`config.mk`:
```
export PLATFORM = sky130hd
export DESIGN_NAME = readout_tx
export DESIGN_NICKNAME = d
export VERILOG_FILES = /design/src/rtl/readout_tx.sv
export SDC_FILE = /design/constraint.sdc
export NUM_CORES = 1
export LEC_CHECK = 0
export CELL_PAD_IN_SITES_DETAIL_PLACEMENT = 0
export CELL_PAD_IN_SITES_GLOBAL_PLACEMENT = 1
export CORE_MARGIN = 5
export CORE_UTILIZATION = 50
export CTS_BUF_LIST = sky130_fd_sc_hd__clkbuf_4
export DETAILED_ROUTE_END_ITERATION = 8
export DONT_BUFFER_PORTS = 1
export PLACE_DENSITY_LB_ADDON = 0.3
export SETUP_SLACK_MARGIN = 0.05
export SLEW_MARGIN = 5
export SYNTH_ARGS = -nofsm -noshare
export SYNTH_HDL_FRONTEND = slang
export SYNTH_SLANG_ARGS = --single-unit
```
`constraint.sdc`:
```
create_clock -name clk -period 2.4 [get_ports clk]
set_input_delay 0.24 -clock clk [delete_from_list [all_inputs] [get_ports clk]]
set_output_delay 0.24 -clock clk [all_outputs]
set_load 0.05 [all_outputs]
```
`src/rtl/readout_tx.sv`:
```
// SPI-side transmitter for the readout instruction: streams the sample memory
// out on miso MSB-first, clocked by an oversampled mode-0 SPI master.
module readout_tx #(
  parameter int WORD_W    = 8,
  parameter int NUM_WORDS = 64,
  parameter int ADDR_W    = $clog2(NUM_WORDS)
) (
  input  logic              clk,
  input  logic              rstn,
  input  logic              sclk,
  input  logic              csb,
  input  logic              inst_readout,
  output logic [ADDR_W-1:0] rd_addr,
  output logic              rd_en,
  input  logic [WORD_W-1:0] rd_data,
  output logic              miso,
  output logic              miso_oe,
  output logic              readout_busy,
  output logic              readout_done
);

  localparam int BCNT_W = $clog2(WORD_W + 1);

  localparam logic [2:0] ST_IDLE   = 3'd0;
  localparam logic [2:0] ST_FETCH0 = 3'd1;
  localparam logic [2:0] ST_FETCH1 = 3'd2;
  localparam logic [2:0] ST_READY  = 3'd3;
  localparam logic [2:0] ST_SHIFT  = 3'd4;
  localparam logic [2:0] ST_DONE   = 3'd5;

  logic [2:0]        sclk_q_r, csb_q_r, inst_q_r;
  logic              arm_s, shift_ev_s, frame_end_s;

  logic [2:0]        state_r, state_s;
  logic [WORD_W-1:0] shreg_r, shreg_s;
  logic [WORD_W-1:0] cur_word_r, cur_word_s;
  logic [WORD_W-1:0] nxt_buf_r, nxt_buf_s;
  logic              nxt_valid_r, nxt_valid_s;
  logic [BCNT_W-1:0] bit_cnt_r, bit_cnt_s;
  logic [ADDR_W-1:0] wcnt_r, wcnt_s;
  logic [ADDR_W-1:0] rd_addr_r, rd_addr_s;
  logic              rd_en_r, rd_en_s;
  logic              rd_vld_r;
  logic              busy_r, busy_s;
  logic              done_r, done_s;
  logic              miso_r, miso_s;
  logic              miso_oe_r;

  // Two synchroniser stages plus one history flop per asynchronous input.
  always_ff @(posedge clk or negedge rstn) begin
    if (!rstn) begin
      sclk_q_r <= 3'b000;
      csb_q_r  <= 3'b111;
      inst_q_r <= 3'b000;
    end else begin
      sclk_q_r <= {sclk_q_r[1:0], sclk};
      csb_q_r  <= {csb_q_r[1:0], csb};
      inst_q_r <= {inst_q_r[1:0], inst_readout};
    end
  end

  assign arm_s       = inst_q_r[1] & ~inst_q_r[2];
  assign shift_ev_s  = ~sclk_q_r[1] & sclk_q_r[2] & ~csb_q_r[1];
  assign frame_end_s = csb_q_r[1] & ~csb_q_r[2];

  // Next-state logic for the FSM, shift datapath and memory read port.
  always_comb begin
    state_s     = state_r;
    shreg_s     = shreg_r;
    cur_word_s  = cur_word_r;
    nxt_buf_s   = nxt_buf_r;
    nxt_valid_s = nxt_valid_r;
    bit_cnt_s   = bit_cnt_r;
    wcnt_s      = wcnt_r;
    rd_addr_s   = rd_addr_r;
    rd_en_s     = 1'b0;
    busy_s      = busy_r;
    done_s      = done_r;

    // Any read returning outside FETCH0 is a prefetch into the holding buffer.
    if (rd_vld_r && (state_r != ST_FETCH0)) begin
      nxt_buf_s   = rd_data;
      nxt_valid_s = 1'b1;
    end else begin
      nxt_buf_s   = nxt_buf_r;
    end

    case (state_r)
      ST_IDLE, ST_DONE: begin
        if (arm_s) begin
          wcnt_s      = '0;
          rd_addr_s   = '0;
          rd_en_s     = 1'b1;
          done_s      = 1'b0;
          busy_s      = 1'b1;
          nxt_valid_s = 1'b0;
          bit_cnt_s   = '0;
          state_s     = ST_FETCH0;
        end else begin
          state_s = state_r;
        end
      end
      ST_FETCH0: begin
        if (rd_vld_r) begin
          shreg_s    = rd_data;
          cur_word_s = rd_data;
          state_s    = ST_READY;
          if (NUM_WORDS > 1) begin
            rd_addr_s = ADDR_W'(1);
            rd_en_s   = 1'b1;
          end else begin
            rd_en_s   = 1'b0;
          end
        end else begin
          state_s = ST_FETCH0;
        end
      end
      ST_FETCH1: begin
        if (nxt_valid_r) begin
          shreg_s     = nxt_buf_r;
          cur_word_s  = nxt_buf_r;
          nxt_valid_s = 1'b0;
          state_s     = ST_READY;
          if (int'(wcnt_r) + 1 < NUM_WORDS) begin
            rd_addr_s = wcnt_r + ADDR_W'(1);
            rd_en_s   = 1'b1;
          end else begin
            rd_en_s   = 1'b0;
          end
        end else begin
          state_s = ST_FETCH1;
        end
      end
      ST_READY, ST_SHIFT: begin
        if (shift_ev_s) begin
          shreg_s = {shreg_r[WORD_W-2:0], 1'b0};
          if (bit_cnt_r == BCNT_W'(WORD_W - 1)) begin
            bit_cnt_s = '0;
            if (wcnt_r == ADDR_W'(NUM_WORDS - 1)) begin
              busy_s  = 1'b0;
              done_s  = 1'b1;
              state_s = ST_DONE;
            end else if (nxt_valid_r) begin
              shreg_s     = nxt_buf_r;
              cur_word_s  = nxt_buf_r;
              nxt_valid_s = 1'b0;
              wcnt_s      = wcnt_r + ADDR_W'(1);
              state_s     = ST_SHIFT;
              if (int'(wcnt_r) + 2 < NUM_WORDS) begin
                rd_addr_s = wcnt_r + ADDR_W'(2);
                rd_en_s   = 1'b1;
              end else begin
                rd_en_s   = 1'b0;
              end
            end else begin
              wcnt_s  = wcnt_r + ADDR_W'(1);
              state_s = ST_FETCH1;
            end
          end else begin
            bit_cnt_s = bit_cnt_r + BCNT_W'(1);
            state_s   = ST_SHIFT;
          end
        end else if (frame_end_s && (bit_cnt_r != '0)) begin
          // Partial word is abandoned and resent whole in the next frame.
          shreg_s   = cur_word_r;
          bit_cnt_s = '0;
          state_s   = ST_READY;
        end else begin
          state_s = state_r;
        end
      end
      default: begin
        state_s = ST_IDLE;
      end
    endcase

    if ((state_s == ST_READY) || (state_s == ST_SHIFT)) begin
      miso_s = shreg_s[WORD_W-1];
    end else begin
      miso_s = 1'b0;
    end
  end

  // State and output registers.
  always_ff @(posedge clk or negedge rstn) begin
    if (!rstn) begin
      state_r     <= ST_IDLE;
      shreg_r     <= '0;
      cur_word_r  <= '0;
      nxt_buf_r   <= '0;
      nxt_valid_r <= 1'b0;
      bit_cnt_r   <= '0;
      wcnt_r      <= '0;
      rd_addr_r   <= '0;
      rd_en_r     <= 1'b0;
      rd_vld_r    <= 1'b0;
      busy_r      <= 1'b0;
      done_r      <= 1'b0;
      miso_r      <= 1'b0;
      miso_oe_r   <= 1'b0;
    end else begin
      state_r     <= state_s;
      shreg_r     <= shreg_s;
      cur_word_r  <= cur_word_s;
      nxt_buf_r   <= nxt_buf_s;
      nxt_valid_r <= nxt_valid_s;
      bit_cnt_r   <= bit_cnt_s;
      wcnt_r      <= wcnt_s;
      rd_addr_r   <= rd_addr_s;
      rd_en_r     <= rd_en_s;
      rd_vld_r    <= rd_en_r;
      busy_r      <= busy_s;
      done_r      <= done_s;
      miso_r      <= miso_s;
      miso_oe_r   <= ~csb_q_r[1];
    end
  end

  assign rd_addr      = rd_addr_r;
  assign rd_en        = rd_en_r;
  assign miso         = miso_r;
  assign miso_oe      = miso_oe_r;
  assign readout_busy = busy_r;
  assign readout_done = done_r;

endmodule

```
==> results.toml <==
[global_route]
antenna_found_initial = 0
grt_max_degree = 60
grt_pass1_wl_um = 12600
grt_pass1_vias = 2428
track_usage_pct = 19.3
overflow = 0

[clock_network]
cts_setup_buffers = 0
clockBufferDepth = 2
clock_latency_ps = 400
clkSlewWorstSetupHoldPaths_ps = 100
htreeDepth = 3
cts_buffers = 9
root_buffer = "clkbuf_4"
ctsResizeCount = 0
cts_sinks = 59
cts_tree = "done"

[route]
drt-total-wl_um = 7710
drc = 0
detail_route.first_pass.iterations = 4
via_per_inst = 5.87
drtIter0Drc = 258
final_antenna_net_count = 0
wl_per_cell_um = 18.4
num_vias = 2459

[worst_hold_path]
min_path_type = "in -> reg"
holdPathStages = 2
hold_start = "rd_data[0]"
min_to = "shreg_r[0]$_DFFE_PN0P_"

[worst_setup_path]
critical_path.max_fanout = 7
regToRegEndpoint = "rd_addr[1]$_DFFE_PN0P_"
reg2reg_depth = 6
critical-path-top-delay-family = "simple AND/OR/NAND/NOR gates"
cp-start-kind = "register"
cp.required_ps = 2690
slowest_stage = "dfrtp_1"
crit_type = "reg -> reg"
critPathMaxStageDelay_ps = 440
cp.buffers_inverters = 0
cp_data_arrival_time_ps = 2470
endpoint_kind = "register"
reg2reg_slack_ps = 220
r2r_start = "wcnt_r[1]$_DFFE_PN0P_"
path_cells = "ha_1 > nand3_4 > nor2_2 > o21ai_2 > nor3_4 > mux2_4"

[sta]
fmax_mhz = 458
fin_crit_ps = 2180
rsz0062_at_grt = "no"
finClkSkew_ps = 17.0
max-slew-margin-rel_pct = 35.7
post-route-period-util_pct = 90.9
setup_viol = 0
hold_viol = 0
maxSlewViolCount = 0
worst_slew_pin_slew_ps = 957
fin_tns_setup_ps = 0

[die]
die_x_um = 91.7
dieArea_um2 = 8420
pin_count = 24
start_util_pct = 52.0
die_y_um = 91.7
rows = 29
core_um2 = 6420

[cells_and_area]
fill_cells = 571
synthToLayoutAreaGrowth_pct = 11.1
layout-drive-gt1-share_pct = 23.4
register_area_um2 = 1480
nNetsFinal = 354
diodes = 0
multi_input_area_um2 = 1670

[synthesis]
synth_fp_nets = 330
yosysSeqAreaShare_pct = 44.3
ys_async_sr_fraction_pct = 100
synth_cell_type_count = 70
synth-edff-count = 0
syn-instance-count = 313
syn_area_um2 = 3340
synth-seq-cells = 59
ys.flop_type = "dfrtp_1"
avgSynthCellArea_um2 = 10.7
yosysWarnings = 0

[pwr]
leakage_nw = 1.65
vdd_ir_drop_max_uv = 553
total_power_w = 0.00390
p_per_area_nw_per_um2 = 1050

[place]
dp_hpwl_um = 5460
port_buffers = 0
routabilityCongestion = 0.915

[run]
cap_violations = 0

[run_status]
status = "finished clean"
-- worst max path at each step --
| stage | start | end | cells after the start |
|---|---|---|---|
| floorplan | wcnt_r[1]$_DFFE_PN0P_ | rd_addr[0]$_DFFE_PN0P_ | 6 |
| global placement | wcnt_r[1]$_DFFE_PN0P_ | rd_addr[0]$_DFFE_PN0P_ | 6 |
| detailed placement | wcnt_r[1]$_DFFE_PN0P_ | rd_addr[4]$_DFFE_PN0P_ | 6 |
| CTS | wcnt_r[1]$_DFFE_PN0P_ | rd_addr[1]$_DFFE_PN0P_ | 6 |
| global route | state_r[2]$_DFF_PN0_ | miso$_DFF_PN0_ | 6 |
| finish | wcnt_r[1]$_DFFE_PN0P_ | rd_addr[1]$_DFFE_PN0P_ | 6 |
-- state kept, by name, indices dropped and copies added (netlist names), 3 cells and up --
signal and flops:
cur_word_r 8, nxt_buf_r 8, shreg_r 8, rd_addr 6, wcnt_r 6, bit_cnt_r 4, csb_q_r 3, inst_q_r 3
sclk_q_r 3, state_r 3
-- report_power, final --
group / internal [W] / leakage [nW] / switching [W]
combinational: 0.000711 / 0.844 / 0.000806
sequential: 0.00127 / 0.732 / 0.000399
clock: 0.000338 / 0.0745 / 0.000369
-- per-layer routing --
layer	routed length [µm]	global-route usage [%]	part of all wire, %	up-vias
li1	-	-	-	1202
met1	3430	25.2	45	1186
met2	3780	31.0	49	56
met3	318	4.01	4.1	15
met4	177	8.79	2.3	0
met5	0	0	0	-
-- stage by stage --
step / setup slack (ps) / utilization, % / area (µm²) / hold slack [ps] / std cells
3_3_place_gp: 254 / 53.4 / 3430 / -53.3 / 390
3_5_place_dp: 161 / 53.4 / 3430 / -52.9 / 390
2_1_floorplan: 397 / - / 3340 / -55.6 / 313
4_1_cts: 152 / 57.8 / 3710 / 13.1 / 419
5_1_grt: 54.9 / 57.8 / 3710 / 19.5 / 419
6_report: 217 / 57.8 / 3710 / 25.8 / 419
-- cells in the mapped netlist (7+ instances only) --
library cell	number	area, µm²
a21oi_1	19	95.1
a22oi_1	12	90.1
dfrtp_1	56	1400
inv_1	18	67.6
mux2_2	10	113
mux2i_1	17	170
nand2_1	15	56.3
nand3_1	7	35.0
nor2_1	22	82.6
o211ai_1	9	67.6
o21ai_0	10	50.1
-- kinds of logic (layout without fill, tap and decap cells) --
kind of cell,count (synthesis),count (layout),share of synthesized area (%)
AOI/OAI and AO/OA,93,93,20.4
xor gates and xnor gates,3,3,0.787
adders and majority gates,4,4,1.50
buffers and inverters,33,62,5.69
DFF,59,59,44.3
muxes,33,33,11.2
and+or+nand+nor,88,88,16.2
-- area by class of cell --
type,count,area share [%]
clock buffers,11,2.22
clock inverters,5,1.48
inverters,18,1.82
multi-input cells,221,45.0
flip-flops and latches,59,39.9
well taps,77,2.60
repair buffers,28,7.01
-- cells in the final DEF (no fill, tap or decap), types with 10 or more instances in the layout --
master / instances
a21oi_1: 19
a22oi_1: 12
buf_4: 15
clkbuf_4: 11
dfrtp_1: 56
dlygate4sd3_1: 12
inv_1: 18
mux2_2: 10
mux2i_1: 17
nand2_1: 15
nor2_1: 22
o21ai_0: 10
-- worst register-to-register path: cells and delay by family, from the launching register on --
family                   cells  cell delay, ps
AND/OR/NAND/NOR              3             870
flip-flops                   1             440
multiplexers                 1             340
adder cells (fa/ha/maj)      1             300
AO/OA/AOI/OAI                1             130
-- what timing repair did --
item / in CTS / in global routing
hold buffers: 13 / 0
endpoints found under the setup margin: 0 / 6
hold endpoints to repair: 76 / 0
(Power assumes the default switching activity.)
